### src/rtl/hazard_ctrl.sv
`default_nettype none
// ============================================================================
// hazard_ctrl
//   Stall/flush/forwarding controller for the 5-stage pipeline, with an
//   MDU hold sequencer and a saturating stall-cycle counter.
// Revision: 1.0
// ============================================================================
module hazard_ctrl #(
    parameter int MDU_LAT = 4,
    parameter int CNTW    = 32
) (
    input  logic            clk_i,
    input  logic            reset_i,
    input  logic [4:0]      rs_d5,
    input  logic [4:0]      rt_d5,
    input  logic [4:0]      rs_e5,
    input  logic [4:0]      rt_e5,
    input  logic [4:0]      write_reg_e5,
    input  logic [4:0]      write_reg_m5,
    input  logic [4:0]      write_reg_w5,
    input  logic            enable_wreg_e,
    input  logic            enable_wreg_m,
    input  logic            enable_wreg_w,
    input  logic            mem_to_reg_e,
    input  logic            pc_src_e,
    input  logic            mdu_start_e,
    input  logic            perf_clr_i,
    output logic            stall_f,
    output logic            stall_d,
    output logic            stall_e,
    output logic            flush_d,
    output logic            flush_e,
    output logic            flush_m,
    output logic [1:0]      fwd_a_e2,
    output logic [1:0]      fwd_b_e2,
    output logic            mdu_busy_o,
    output logic            mdu_done_o,
    output logic [CNTW-1:0] stall_cnt_o
);

    typedef enum logic [0:0] {
        RUN = 1'b0,
        MDU = 1'b1
    } state_t;

    // The launch cycle is spent in RUN and the release cycle at cnt==0,
    // so the down-counter covers the remaining MDU_LAT-2 stalled cycles.
    localparam logic [7:0]      CNT_INIT = 8'(MDU_LAT - 2);
    localparam logic [CNTW-1:0] CNT_MAX  = '1;
    localparam logic [CNTW-1:0] CNT_ONE  = CNTW'(1);

    state_t     state;
    state_t     state_nxt;
    logic [7:0] cnt;
    logic [7:0] cnt_nxt;
    logic       mdu_stall;
    logic       load_use;

    function automatic logic [1:0] fwd_sel(
        input logic [4:0] src,
        input logic       en_m,
        input logic [4:0] wr_m,
        input logic       en_w,
        input logic [4:0] wr_w
    );
        logic [1:0] sel;
        sel = 2'b00;
        if (en_m && (wr_m != 5'd0) && (wr_m == src)) begin
            sel = 2'b10;
        end else if (en_w && (wr_w != 5'd0) && (wr_w == src)) begin
            sel = 2'b01;
        end
        return sel;
    endfunction

    always_ff @(posedge clk_i or posedge reset_i) begin
        if (reset_i) begin
            state <= RUN;
            cnt   <= 8'd0;
        end else begin
            state <= state_nxt;
            cnt   <= cnt_nxt;
        end
    end

    always_comb begin
        state_nxt  = state;
        cnt_nxt    = cnt;
        mdu_stall  = 1'b0;
        mdu_done_o = 1'b0;
        case (state)
            RUN: begin
                // A simultaneous taken branch squashes the MDU op instead.
                if (mdu_start_e && !pc_src_e) begin
                    mdu_stall = 1'b1;
                    cnt_nxt   = CNT_INIT;
                    state_nxt = MDU;
                end
            end
            MDU: begin
                if (cnt != 8'd0) begin
                    mdu_stall = 1'b1;
                    cnt_nxt   = cnt - 8'd1;
                end else begin
                    mdu_done_o = 1'b1;
                    state_nxt  = RUN;
                end
            end
            default: begin
                state_nxt = RUN;
                cnt_nxt   = 8'd0;
            end
        endcase
        if (reset_i) begin
            mdu_stall  = 1'b0;
            mdu_done_o = 1'b0;
        end
    end

    assign load_use = mem_to_reg_e && enable_wreg_e && (write_reg_e5 != 5'd0) &&
                      ((write_reg_e5 == rs_d5) || (write_reg_e5 == rt_d5));

    always_comb begin
        stall_f  = 1'b0;
        stall_d  = 1'b0;
        stall_e  = 1'b0;
        flush_d  = 1'b0;
        flush_e  = 1'b0;
        flush_m  = 1'b0;
        fwd_a_e2 = 2'b00;
        fwd_b_e2 = 2'b00;
        if (!reset_i) begin
            fwd_a_e2 = fwd_sel(rs_e5, enable_wreg_m, write_reg_m5, enable_wreg_w, write_reg_w5);
            fwd_b_e2 = fwd_sel(rt_e5, enable_wreg_m, write_reg_m5, enable_wreg_w, write_reg_w5);
            if (mdu_stall) begin
                // EX holds the MDU op; MEM receives bubbles meanwhile.
                stall_f = 1'b1;
                stall_d = 1'b1;
                stall_e = 1'b1;
                flush_m = 1'b1;
            end else if (pc_src_e) begin
                flush_d = 1'b1;
                flush_e = 1'b1;
            end else if (load_use) begin
                stall_f = 1'b1;
                stall_d = 1'b1;
                flush_e = 1'b1;
            end
        end
    end

    assign mdu_busy_o = (state == MDU);

    always_ff @(posedge clk_i or posedge reset_i) begin
        if (reset_i) begin
            stall_cnt_o <= '0;
        end else if (perf_clr_i) begin
            stall_cnt_o <= '0;
        end else if (stall_d && (stall_cnt_o != CNT_MAX)) begin
            stall_cnt_o <= stall_cnt_o + CNT_ONE;
        end
    end

endmodule
`default_nettype wire
### config.mk
export PLATFORM = sky130hd
export DESIGN_NAME = hazard_ctrl
export DESIGN_NICKNAME = d
export VERILOG_FILES = /design/src/rtl/hazard_ctrl.sv
export SDC_FILE = /design/constraint.sdc
export NUM_CORES = 1
export LEC_CHECK = 0
export CAP_MARGIN = 25
export CORE_ASPECT_RATIO = 0.9
export CORE_MARGIN = 8
export CORE_UTILIZATION = 48
export DETAILED_ROUTE_END_ITERATION = 7
export GPL_TIMING_DRIVEN = 0
export PLACE_DENSITY = 0.83
export REMOVE_ABC_BUFFERS = 1
export SLEW_MARGIN = 30
export SYNTH_ARGS = -nofsm -noshare
export SYNTH_HDL_FRONTEND = slang
export SYNTH_SLANG_ARGS = --single-unit
export TNS_END_PERCENT = 30
### constraint.sdc
create_clock -name clk_i -period 4.21 [get_ports clk_i]
set_clock_uncertainty 0.05 [all_clocks]
set_input_delay 0.842 -clock clk_i [delete_from_list [all_inputs] [get_ports clk_i]]
set_output_delay 0.842 -clock clk_i [all_outputs]
set_load 0.01 [all_outputs]
==> run summary <==
Post-synthesis mux area share -> 4.18%
Number of flops mapped to enable cells by yosys -> 0
Tmin final -> 4.10 ns
TritonCTS clock tree -> built
Post-synthesis adder-cell area fraction -> 1.31%
Die area -> 0.00871 mm2
Sequential share of the synthesized area -> 35.7%
Setup violators final -> 0
Critical Path RT -> 3.32 ns
Post-synthesis cell count -> 320
Crit path kind -> in -> out
RSZ-0062 raised after global routing -> no
P_leak -> 1.47 nW
Max-Cap Viols -> 0
Max Fanout on Critical Path -> 34
Dpl hpwl -> 5850 um
Overall routed net length -> 7990 um
I/O pin total -> 88
Worst slew margin -> 41.2%
Worst Hold Slack -> 0.488 ns
Clk_lat worst skew -> 0.30 ns
Crit. Startpoint -> write_reg_e5[1]
GRT Total Usage -> 18.3%
Post-synthesis compound-gate area fraction -> 12.2%
H-tree levels -> 2
Fin. Hold Viols -> 0
Crit end category -> primary output
Initial core utilization -> 50.1%
RR Startpoint -> stall_cnt_o[0]
Detailed Routing Iterations Pass 1 -> 4
Synth Warn # -> 0
Area leader, netlist -> dfrtp_1
Main synth FF type -> dfrtp_1
Die W -> 97.5 um
Final Cycle Share -> 97.5%
Vias -> 2,772
Core ar. -> 0.00573 mm2
DR WL/cell -> 16.9 um
Outcome -> complete, no violations
Arrival @ worst endpoint -> 3.21 ns
Post-synth ARST share -> 100%
Hold crit path type -> reg -> reg
Post-Syn Area per Cell -> 8.97 um2
FILL cells -> 451
Fraction of layout cells with a size suffix above 1 -> 7.43%
Pin count of the biggest net entering global routing -> 43
Seq cells post-synth -> 41
Xor/xnor share of the synthesized area -> 10.7%
Gr ovfl total -> 0
Root Buffer -> clkbuf_8
First-pass GRT wire length -> 13,300 um
Worst r2r path cells -> 6
Worst vdd ir -> 0.257 mV
Post-Synth Simple-Gate Area -> 31.3%
TritonCTS buffer count -> 5
Slew Limit Fails -> 0
Via density -> 5.85
Gpl congestion -> 0.831
Peak Freq -> 244 MHz
Slew at the pin with the worst max-slew slack -> 0.882 ns
Setup slack, reg-to-reg -> 1.31 ns
Syn Std Cell Area -> 0.00287 mm2
IO Port Bufs -> 87
1st-iter DRT viols -> 123
End of the worst register-to-register path -> stall_cnt_o[17]
Hold Startpoint -> cnt[0]
Tot Pwr -> 1.15 mW
Power per standard cell area -> 294 mW/mm2
Largest cells by area after synthesis -> dfrtp_1, xor2_1, or4_1, a21oi_1, o31ai_1
Type of origin of the critical path -> input pin
N_diodes -> 0
Number of global-route vias before repair -> 2,694
Clk buf depth -> 2
Worst setup path endpoint -> stall_d
Post-synth top area share -> 35.7%
Layout Nets -> 450
Antenna-violating nets left -> 0
Largest family of logic cells by synthesized area -> simple AND/OR/NAND/NOR gates
Area grow syn2layout -> 36.4%
Die Span Y -> 89.4 um
Site Rows -> 26
Clk pin slew, worst setup/hold paths -> 0.08 ns
Initial antenna violation count -> 0
CTS Sinks -> 41
Yosys cell types -> 47
Residual DRC -> 0
## how the worst min path moves through the flow
stage	end	slack [ns]	depth (start not counted)
2_1_floorplan	cnt[0]	0.43	1
3_3_place_gp	cnt[0]	0.46	1
3_5_place_dp	cnt[0]	0.48	1
4_1_cts	cnt[0]	0.49	1
5_1_grt	cnt[0]	0.49	1
6_report	cnt[0]	0.49	1
## routing by layer
| layer | vias up | track usage (%) | wire (um) |
|---|---|---|---|
| met5 | - | 0 | 0 |
| met4 | 0 | 5.49 | 131 |
| met3 | 11 | 3.09 | 405 |
| met2 | 76 | 31.6 | 4020 |
| met1 | 1325 | 22.9 | 3430 |
| li1 | 1360 | - | - |
## where the power goes
part / switching (mW) / total, mW / internal, mW
Combinational: 0.216 / 0.407 / 0.190
Clock: 0.135 / 0.250 / 0.115
Sequential: 0.0556 / 0.497 / 0.441
## critical path, cell delays in order
cell             delay [ns]
clkdlybuf4s50_1        0.47
or4_1                  0.56
o211ai_2               0.18
or3_4                  0.19
a2bb2oi_4              0.22
buf_16                 0.19
inv_1                  0.06
clkdlybuf4s50_1        0.48
## cells by family after synthesis
group,after synthesis
adder cells (fa/ha/maj),3
XOR/XNOR,35
flip-flops,41
buffers and inverters,23
AO/OA/AOI/OAI,54
multiplexers,10
AND/OR/NAND/NOR,154
## cells in the final DEF, fill, tap and decap left out, drive strengths merged, types with 3 or more instances in the layout
cell,n
clkdlybuf4s50,85
and4,4
nand4,9
xnor2,10
or4,20
xor2,25
o31ai,15
o21ai,11
buf,4
inv,7
ha,3
nor4,9
dfrtp,41
or3,8
nand3,19
nor3,12
a21oi,23
nor2b,12
nor2,29
clkbuf,6
nand2,20
mux2,10
## state kept, by name, indices dropped and copies added, names as in the netlist
name         flops
mdu_busy_o       1
stall_cnt_o     32
cnt              8
## repair_timing
| item | 4_1_cts | 5_1_grt |
|---|---|---|
| hold buffers | 0 | 0 |
| setup buffers | 1 | 0 |
| cloned | 1 | 1 |
| setup endpoints to repair | 4 | 2 |
| resized for setup | 2 | 5 |
## cell type report
class                   count  area (um2)  share of cell area (%)
multi-input cells         257        1730                    44.1
clock inverters             2        10.0                   0.256
repair buffers             90         931                    23.8
inverters                   7        52.6                    1.34
clock buffers               6        72.6                    1.85
repair inverters            1        8.76                   0.224
well taps                  70        87.6                    2.24
flip-flops and latches     41        1030                    26.2
## cell usage after synthesis, types with 3 or more instances
cell type  count
and4_1         4
nor2b_1       12
or4_1         20
xor2_1        25
nand2_1       20
o31ai_1       15
buf_2          3
nand3_1       18
a21oi_1       23
nor4_1         7
mux2_2         4
buf_4          5
nor2_1        29
dfrtp_1       41
nor3_1        12
o21ai_0        9
xnor2_1       10
or3_1          7
inv_1          6
ha_1           3
nand4_1        8
mux2_1         4
buf_6          3
clkbuf_1       4
## stage by stage
stage / area [um2] / setup TNS [ns] / utilization [%] / setup WS (ns) / std cells
final: 3920 / 0 / 68.4 / 0.107 / 474
after global routing: 3920 / 0 / 68.4 / 0.0427 / 474
after CTS: 3880 / 0 / 67.8 / 0.00519 / 473
after detailed placement: 3770 / -0.756 / 65.9 / -0.208 / 463
after global placement: 3720 / -9.33 / 65.0 / -1.05 / 461
after floorplan: 2760 / 0 / - / 0.432 / 304
No activity file was read; power rests on OpenSTA's default activity.
==> patch (config.mk and constraints unchanged) <==
Change the parameter `CNTW` from 32 to 64.
--- a/src/rtl/hazard_ctrl.sv
+++ b/src/rtl/hazard_ctrl.sv
@@ -7,7 +7,7 @@
 // ============================================================================
 module hazard_ctrl #(
     parameter int MDU_LAT = 4,
-    parameter int CNTW    = 32
+    parameter int CNTW    = 64
 ) (
     input  logic            clk_i,
     input  logic            reset_i,
Ports: changed (resized stall_cnt_o); port bits go from 88 to 120. The function was not compared with the original's and may differ.
==> patch against the unedited design <==
- fmax is 0.81% higher
- routed wire length is 81% higher
- clock power is 140% higher
- synthesized cell count is 69% higher
- design area is 62% higher
- setup slack better by 0.033 ns
- die area is 56% higher
- sequential cell count is 32 higher
- worst hold slack better by 0.021 ns
- power is 60% higher
- first-iteration DRC count grew to 3.8 times the old value
- area after synthesis is 69% higher
- count of clock-buffer cells in the layout is 5 higher
- critical endpoint unchanged
==> patch: results (changes against the unedited design) <==
| Metric | Value |
|---|---|
| Reg-to-reg endpoint | `stall_cnt_o[10]` |
| Internal Power | `1.26 mW (+69%)` |
| LEAKAGE | `2.31 nW (+57%)` |
| Synth unique cells | `51 (+8.5%)` |
| Placed cells | `752 (+62%)` |
| Hold path depth | `2 (+1)` |
| First DRT Iteration DRCs | `471 (+280%)` |
| Final hold slack | `0.510 ns (+0.0214 ns)` |
| Worst Path Max Fanout | `29 (-15%)` |
| Max reg flops | `64 (+100%)` |
| Sequential-to-total area share from yosys stat | `37.7% (+2.0 points)` |
| First-pass GRT wire length | `23.7 mm (+78%)` |
| Synth cell count leaders | `73 x dfrtp_1, 51 x a21oi_1, 47 x or4_1, 40 x o31ai_1, 33 x nor2_1` |
| Share of layout cells above drive strength 1 | `8.99% (+1.6 points)` |
| Outcome | `finished, final reports clean` |
| Htree depth | `3 (+1)` |
| Total routed wirelength | `14.5 mm (+81%)` |
| Reg2Reg Setup Slack | `0.96 ns (-0.35 ns)` |
| GRT Overall Usage | `21.1% (+2.9 points)` |
| # fillers | `827 (+83%)` |
| Vias per std cell | `6.39 (+9.3%)` |
| Vias in the first global route | `4899 (+82%)` |
| Fin nets | `687 (+53%)` |
| Slew HR | `37.0% (-4.2 points)` |
| Hpwl dp | `9.67 mm (+65%)` |
patch: cell types whose count changed after synthesis, sizes merged, moves of 13 or more:
cell / before / now
or4: 20 / 49
dfrtp: 41 / 73
o31ai: 15 / 40
nand4: 9 / 26
clkbuf: 5 / 18
a21oi: 23 / 51
patch: logic make-up after synthesis:
group	after synthesis	share of synthesized area [%]
and+or+nand+nor	252	31.9
AOI/OAI and AO/OA	115	14.9
DFF	73	37.7
buffers and inverters	48	5.17
xor gates and xnor gates	36	6.51
muxes	13	3.02
adders and majority gates	3	0.775
patch: repair_timing:
item / 4_1_cts / 5_1_grt
setup buffers: 1 / 0
pin swaps: 2 / 1
gates resized for setup: 5 / 5
hold buffers: 0 / 0
gates cloned: 2 / 0
setup endpoints to repair: 4 / 3
patch: power by group through the flow:
stage                     logic, mW  registers [mW]  clock network [mW]
final                         0.446           0.799               0.602
after global routing          0.496           0.806               0.640
after CTS                     0.433           0.797               0.604
after detailed placement      0.402           0.808                   0
after global placement        0.383           0.806                   0
after floorplan               0.229           0.801                   0
patch: stage by stage:
stage	setup WS [ns]	TNS, ns
finish	0.140	0
global placement	-2.15	-101.19
CTS	0.00564	0
floorplan	-0.229	-0.457
detailed placement	-0.326	-0.885
global route	0.0267	0
patch: how the worst max path moves through the flow:
stage                               start          end  cells past startpoint
after floorplan                   reset_i  fwd_a_e2[0]                      4
after CTS                 write_reg_e5[2]      stall_d                      7
after detailed placement  write_reg_e5[2]      stall_d                      6
after global placement            reset_i  fwd_b_e2[0]                      6
after global routing             pc_src_e      stall_f                      7
final                            pc_src_e      stall_d                      7
patch: area by class of cell:
| type | count | area (um^2) | share of cell area (%) |
|---|---|---|---|
| multi-input combinational | 421 | 2830 | 44.5 |
| tap | 126 | 158 | 2.48 |
| sequential | 73 | 1830 | 28.7 |
| inverter | 12 | 71.3 | 1.12 |
| clock inverter | 5 | 80.1 | 1.26 |
| clock buffer | 11 | 131 | 2.07 |
| timing repair buffer | 123 | 1260 | 19.9 |
patch: worst max-delay path: stages:
cell and delay (ns):
clkdlybuf4s50_1 0.69, nor2b_2 0.11, a2bb2oi_4 0.18, nand2_1 0.29, o41a_4 0.46, inv_1 0.10
clkdlybuf4s50_1 0.49
patch: metal layers:
| layer | track usage [%] | vias up | routed length (um) |
|---|---|---|---|
| met5 | 0 | - | 0 |
| met4 | 9.20 | 0 | 344 |
| met3 | 8.71 | 40 | 1630 |
| met2 | 32.0 | 252 | 6600 |
| met1 | 25.6 | 2375 | 5920 |
| li1 | - | 2262 | - |
